===== src/rtl/cond_flag_unit.sv =====
// Condition/flag unit: holds the Z,N,C,V flags produced by the ALU and gates
// the decoder's write and PC-select strobes on each instruction's condition.
module cond_flag_unit #(
  parameter int                FLAG_W      = 4,
  parameter logic [FLAG_W-1:0] RESET_FLAGS = '0
) (
  input  logic              clk,
  input  logic              rst,
  input  logic              en,
  input  logic [3:0]        cond,
  input  logic [FLAG_W-1:0] alu_flags,
  input  logic [1:0]        flag_w,
  input  logic              pcs,
  input  logic              reg_w,
  input  logic              mem_w,
  input  logic              no_write,
  output logic              cond_ex,
  output logic              pc_src,
  output logic              reg_write,
  output logic              mem_write,
  output logic [FLAG_W-1:0] flags
);

  logic [FLAG_W-1:0] r_flags;
  logic w_z, w_n, w_c, w_v;
  logic w_pass;
  logic w_go;

  assign w_z = r_flags[3];
  assign w_n = r_flags[2];
  assign w_c = r_flags[1];
  assign w_v = r_flags[0];

  // Evaluated on the stored flags only; alu_flags is never bypassed.
  always_comb begin
    w_pass = 1'b1;
    case (cond)
      4'd0:    w_pass = w_z;
      4'd1:    w_pass = ~w_z;
      4'd2:    w_pass = w_c;
      4'd3:    w_pass = ~w_c;
      4'd4:    w_pass = w_n;
      4'd5:    w_pass = ~w_n;
      4'd6:    w_pass = w_v;
      4'd7:    w_pass = ~w_v;
      4'd8:    w_pass = w_c & ~w_z;
      4'd9:    w_pass = ~w_c | w_z;
      4'd10:   w_pass = (w_n == w_v);
      4'd11:   w_pass = (w_n != w_v);
      4'd12:   w_pass = ~w_z & (w_n == w_v);
      4'd13:   w_pass = w_z | (w_n != w_v);
      default: w_pass = 1'b1;
    endcase
  end

  assign cond_ex   = w_pass & ~rst;
  assign w_go      = en & cond_ex;
  assign pc_src    = pcs & w_go;
  assign reg_write = reg_w & w_go & ~no_write;
  assign mem_write = mem_w & w_go;
  assign flags     = r_flags;

  always_ff @(posedge clk or posedge rst) begin
    if (rst) begin
      r_flags <= RESET_FLAGS;
    end else if (w_go) begin
      if (flag_w[1]) r_flags[3:2] <= alu_flags[3:2];
      if (flag_w[0]) r_flags[1:0] <= alu_flags[1:0];
    end
  end

endmodule


===== config.mk =====
export PLATFORM = sky130hd
export DESIGN_NAME = cond_flag_unit
export DESIGN_NICKNAME = d
export VERILOG_FILES = /design/src/rtl/cond_flag_unit.sv
export SDC_FILE = /design/constraint.sdc
export NUM_CORES = 1
export LEC_CHECK = 0
export BUFFER_PORTS_ARGS = -buffer_cell sky130_fd_sc_hd__buf_2
export CAP_MARGIN = 30
export CORE_AREA = 2 2 39 41
export CTS_BUF_LIST = sky130_fd_sc_hd__clkbuf_8
export DETAILED_ROUTE_END_ITERATION = 8
export DIE_AREA = 0 0 41 43
export RECOVER_POWER = 25
export SYNTH_ARGS = -nofsm -noshare
export SYNTH_HDL_FRONTEND = slang
export SYNTH_SLANG_ARGS = --single-unit

===== constraint.sdc =====
create_clock -name clk -period 1.9 [get_ports clk]
set_input_delay 0.19 -clock clk [delete_from_list [all_inputs] [get_ports clk]]
set_output_delay 0.19 -clock clk [all_outputs]
set_load 0.01 [all_outputs]

==> results of run 1 <==
-- report_power, final --
part | total (uW) | internal (uW) | switching [uW]
sequential | 168 | 126 | 42.7
clock | 176 | 135 | 41.6
combinational | 281 | 156 | 125
-- routing by layer --
layer,vias to the layer above,share of wire,track usage
met4,0,0.014,0.0800
met5,-,0,0
met1,178,0.41,0.131
li1,198,-,-
met3,2,0.077,0.0314
met2,14,0.49,0.175
-- what timing repair did --
action / 4_1_cts / 5_1_grt
setup endpoints to repair: 4 / 4
hold buffers: 1 / 0
setup buffers: 1 / 0
resized for setup: 0 / 2
endpoints found under the hold margin: 4 / 0
pin swaps: 3 / 4
-- cell families (layout without fill, tap and decap cells) --
| logic type | after synthesis | count (layout) |
|---|---|---|
| simple gates | 17 | 17 |
| flops | 4 | 4 |
| compound gates | 5 | 5 |
| buf+inv | 4 | 34 |
| mux | 5 | 5 |
| xor+xnor | 2 | 2 |
-- final timing paths --
| check | start | to | slack (ns) | cells past startpoint |
|---|---|---|---|---|
| worst max-delay path | flags[2]$_DFFE_PP0P_ | reg_write | 0.03 | 6 |
| worst min-delay path | alu_flags[3] | flags[3]$_DFFE_PP0P_ | 0.21 | 2 |
| worst max register to register | flags[2]$_DFFE_PP0P_ | flags[0]$_DFFE_PP0P_ | 0.10 | 6 |
| worst min register to register | flags[1]$_DFFE_PP0P_ | flags[1]$_DFFE_PP0P_ | 0.56 | 1 |
| max in group asynchronous | rst | flags[0]$_DFFE_PP0P_ | 1.33 | 3 |
| min in group asynchronous | rst | flags[3]$_DFFE_PP0P_ | 0.42 | 3 |
-- metrics by stage --
| stage | setup slack (ns) | hold slack (ns) |
|---|---|---|
| after floorplan | 0.0982 | -0.0439 |
| final | 0.0287 | 0.206 |
| after global placement | 0.146 | 0.101 |
| after detailed placement | 0.0871 | 0.104 |
| after CTS | -0.0217 | 0.204 |
| after global routing | -0.0785 | 0.202 |
-- cell usage in the layout (no fill, tap or decap) --
master and n:
nor2_1 2, nor3_2 1, o21ai_0 1, dfrtp_1 4, buf_4 2, nand3_2 1
clkbuf_1 1, nand4b_1 2, a41oi_1 1, nor2b_1 2, mux2_2 4, inv_1 4
clkbuf_8 3, nand2_1 7, xor2_1 1, a311oi_2 1, mux2i_1 1, dlygate4sd3_1 1
nand4_1 1, nor3_1 1, a311o_1 1, a211oi_1 1, buf_2 23, xnor3_1 1
-- cell type report --
class | instances | area, um2 | share of cell area
multi-input cells | 29 | 228 | 0.416
repair buffers | 27 | 144 | 0.263
flip-flops and latches | 4 | 100 | 0.183
clock buffers | 3 | 41.3 | 0.0753
well taps | 16 | 20.0 | 0.0365
inverters | 4 | 15.0 | 0.0274
==> results.toml, run 1 <==
[worst_setup_path]
critPathKind = "flop to output port"
crit_family = "flip-flops"
slowest_delay_ns = 0.37
worstPathArrival_ns = 1.68
cp_cell_sequence = "xnor3_1 > nor3_1 > a311oi_2 > nand3_2 > nor3_2 > buf_2"
critPathRequiredTime_ns = 1.71
cp-end-kind = "output port"
path_max_fanout = 4
start_kind = "flop"
crit_buf_inv = 1
slowest_stage = "dfrtp_1"

[cells_and_area]
fin_area_um2 = 548
area_delta_synth_final_pct = 64.7
layout.nets = 86
fillCellCount = 147
final_util = 0.396
drive_gt1_frac = 0.522
largest_reg_flops = 4
diodes = 0
instances_no_fill = 83

[clock_tree]
cts_made_buffers = 3
cts_tree = "yes"
htree_num_levels = 1
clock_tree.root_cell = "clkbuf_8"
worst_skew_pair.late_latency_ns = 0.21
clk_pin_slew_worst_paths_ns = 0.03
clock_path_buffers = 2
cts.sinks = 4

[floorplan]
ios = 25
die_w_um = 41
core.rowCount = 14
die_area_um2 = 1760
core-area_um2 = 1380
initial_core_util = 0.241
die_y_um = 43

[synthesis]
avgSynthCellArea_um2 = 9.00
synthFlopType = "dfrtp_1"
synth_edf_count = 0
synthMostInstantiatedCell = "nand2_1"
muxShareOfSynthArea = 0.165
synthTopCellsByCount = "7 x nand2_1, 4 x dfrtp_1, 4 x inv_1, 4 x mux2_2"
synth_xor_area_frac = 0.0940
syn_inst = 37
synth_cell_types = 18
synth-compound-area-share = 0.139
ys_top_cells_by_area = "dfrtp_1 30%, mux2_2 14%, nand2_1 7.9%"
synth_top_cell_by_area = "dfrtp_1"
syn_nets = 54
ys_seq_elements = 4
syn-cell-area_um2 = 333
async_flop_share = 1.00
ys_seq_area_frac = 0.301
yosys_warnings = 0
synth_top_family_by_area = "simple AND/OR/NAND/NOR gates"
synthSimpleGateAreaFrac = 0.256
synth_top_area_frac = 0.301
synthAdderAreaFrac = 0

[timing]
max_slew_margin = 0.808
rsz0062_at_grt = "true"
min_period_ns = 1.87
setup_viol = 0
finalHoldViolCount = 0
maxSlewViolCount = 0
worstMarginPinSlew_ns = 0.289
timing.final.crit_share = 0.985
setup-tns-final_ns = 0
timing.fmax_mhz = 534
finClkSkew_ns = 0.00111

[power_and_ir_drop]
p_total_uw = 626
leakagePower_uw = 0.000284
ir_drop_mv = 0.479
power_density_nw_per_um2 = 1140

[routing]
drtPass1Iterations = 4
drt_wl_total_um = 853
ant_nets = 0
avgViaCountPerCell = 4.72
drt_iter0_markers = 3
wl_per_cell_um = 10.3
num_vias = 392
route.detailed.drc = 0

[grt]
grt_pass1_wl_um = 1350
antenna_found_initial = 0
track_usage = 0.115
grt_pass1_vias = 355
grt_max_degree = 7
gr-total-overflow = 0

[place]
place_inst = 78
numPortBuffers = 24
placed_cell_area_um2 = 480
dp_hpwl_um = 703
place.gp.congestion = 0.656

[run_status]
outcome = "complete, no violations"

[hold_path]
hold_class = "input pin to flop"

[job]
max_cap_violations = 0
Power figures use the tool's default switching activity.
==> run 2, diff against run 1 <==
clock period = 2.3 ns   (was 1.9 ns; I/O delays follow)
==> results.toml, run 2 (same netlist as run 1, synthesis figures left out) <==
[timing]
worstMarginPinSlew_ns = 0.286
setup_viol = 0
finClkSkew_ns = 0.000760
finalHoldViolCount = 0
rsz0062_at_grt = "false"
max_slew_margin = 0.810
min_period_ns = 2.16
maxSlewViolCount = 0
timing.final.crit_share = 0.937
timing.fmax_mhz = 464
setup-tns-final_ns = 0

[cells_and_area]
seqCellArea_um2 = 100
diodes = 0
largest_reg_flops = 4
area_delta_synth_final_pct = 57.1
fillCellCount = 152
multiInputGateArea_um2 = 218
layout.nets = 84
drive_gt1_frac = 0.477
fin_area_um2 = 523
most-common-layout-cells = "23 x buf_2, 7 x nand2_1, 4 x inv_1, 4 x mux2_2, 4 x dfrtp_1"
mostFrequentLayoutCell = "buf_2"
instances_no_fill = 81

[clock_tree]
clock_tree.root_cell = "clkbuf_8"
post_cts_buffers = 0
cts_tree = "yes"
htree_num_levels = 1
worst_skew_pair.late_latency_ns = 0.21
cts.sinks = 4
cts_made_buffers = 3
clock_path_buffers = 2
clk_pin_slew_worst_paths_ns = 0.03

[floorplan]
die_y_um = 43
die_w_um = 41
initial_core_util = 0.241
ios = 25
core-area_um2 = 1380
core.rowCount = 14
die_area_um2 = 1760

[worst_setup_path]
r2r_start = "flags[2]$_DFFE_PP0P_"
critPathKind = "flop to output port"
worstPathArrival_ns = 1.93
start_kind = "flop"
cp-end-kind = "output port"
critPathRequiredTime_ns = 2.07
startpoint = "flags[2]$_DFFE_PP0P_"
path_max_fanout = 5

[power_and_ir_drop]
leakagePower_uw = 0.000272
power_density_nw_per_um2 = 945
ir_drop_mv = 0.448
p_total_uw = 494

[place]
numPortBuffers = 24
place.gp.congestion = 0.643
dp_hpwl_um = 697
placed_cell_area_um2 = 473
place_inst = 77

[grt]
grt_max_degree = 7
grt_pass1_wl_um = 1280
gr-total-overflow = 0
grt_pass1_vias = 340
antenna_found_initial = 0
track_usage = 0.109

[routing]
drtPass1Iterations = 3
drt_iter0_markers = 3
drt_wl_total_um = 823
route.detailed.drc = 0
ant_nets = 0
avgViaCountPerCell = 4.36
wl_per_cell_um = 10.2
num_vias = 353

[hold_path]
hold_class = "input pin to flop"
min_from = "alu_flags[2]"

[run_status]
outcome = "complete, no violations"

[job]
max_cap_violations = 0
-- run 2: cell count changes in the layout (fill, tap and decap cells not counted) --
cell and delta:
buf_4 -2, nand3_1 +1, nand3_2 -1, nor3_1 +1, nor3_2 -1
-- run 2: routing by layer --
metal,vias up,share of wire,GRT usage
met5,-,0,0
met4,0,0,0.100
met3,0,0.077,0.0157
met2,10,0.51,0.175
met1,152,0.41,0.111
li1,191,-,-
-- run 2: path summary, 6_finish.rpt --
kind / endpoint / slack [ns] / cells after the start
min reg2reg: flags[1]$_DFFE_PP0P_ / 0.56 / 1
max: reg_write / 0.14 / 6
min in group asynchronous: flags[3]$_DFFE_PP0P_ / 0.45 / 3
max reg2reg: flags[1]$_DFFE_PP0P_ / 0.52 / 5
min: flags[2]$_DFFE_PP0P_ / 0.25 / 2
max in group asynchronous: flags[1]$_DFFE_PP0P_ / 1.70 / 3
-- run 2: final cells by class --
type	count	share of cell area
inverters	4	0.0287
clock buffers	3	0.0789
multi-input cells	29	0.416
repair buffers	25	0.246
flip-flops and latches	4	0.191
well taps	16	0.0383
-- run 2: critical path, cell delays in order, from the launching register on --
cell      delay (ns)
dfrtp_1         0.41
xnor3_1         0.38
nor3_1          0.05
a311oi_2        0.31
nand3_1         0.19
nor3_1          0.20
buf_2           0.16
-- run 2: metrics by stage --
stage / setup WS (ns) / hold WS, ns / util
final: 0.144 / 0.246 / 0.378
after global routing: 0.0419 / 0.251 / 0.378
after CTS: 0.140 / 0.242 / 0.379
after detailed placement: 0.380 / 0.133 / 0.342
after floorplan: 0.458 / -0.00392 / -
after global placement: 0.453 / 0.136 / 0.342
-- run 2: where the power goes --
| part | switching [uW] | leakage [uW] | internal [uW] | total, uW |
|---|---|---|---|---|
| clock network | 33.8 | 0.0000216 | 111 | 145 |
| registers | 39.5 | 0.0000472 | 104 | 143 |
| logic | 91.9 | 0.000203 | 114 | 206 |
| total | 165 | 0.000272 | 329 | 494 |
-- run 2: timing repair --
item	in CTS	in global routing
resized for setup	0	0
hold buffers	1	0
endpoints found under the hold margin	4	0
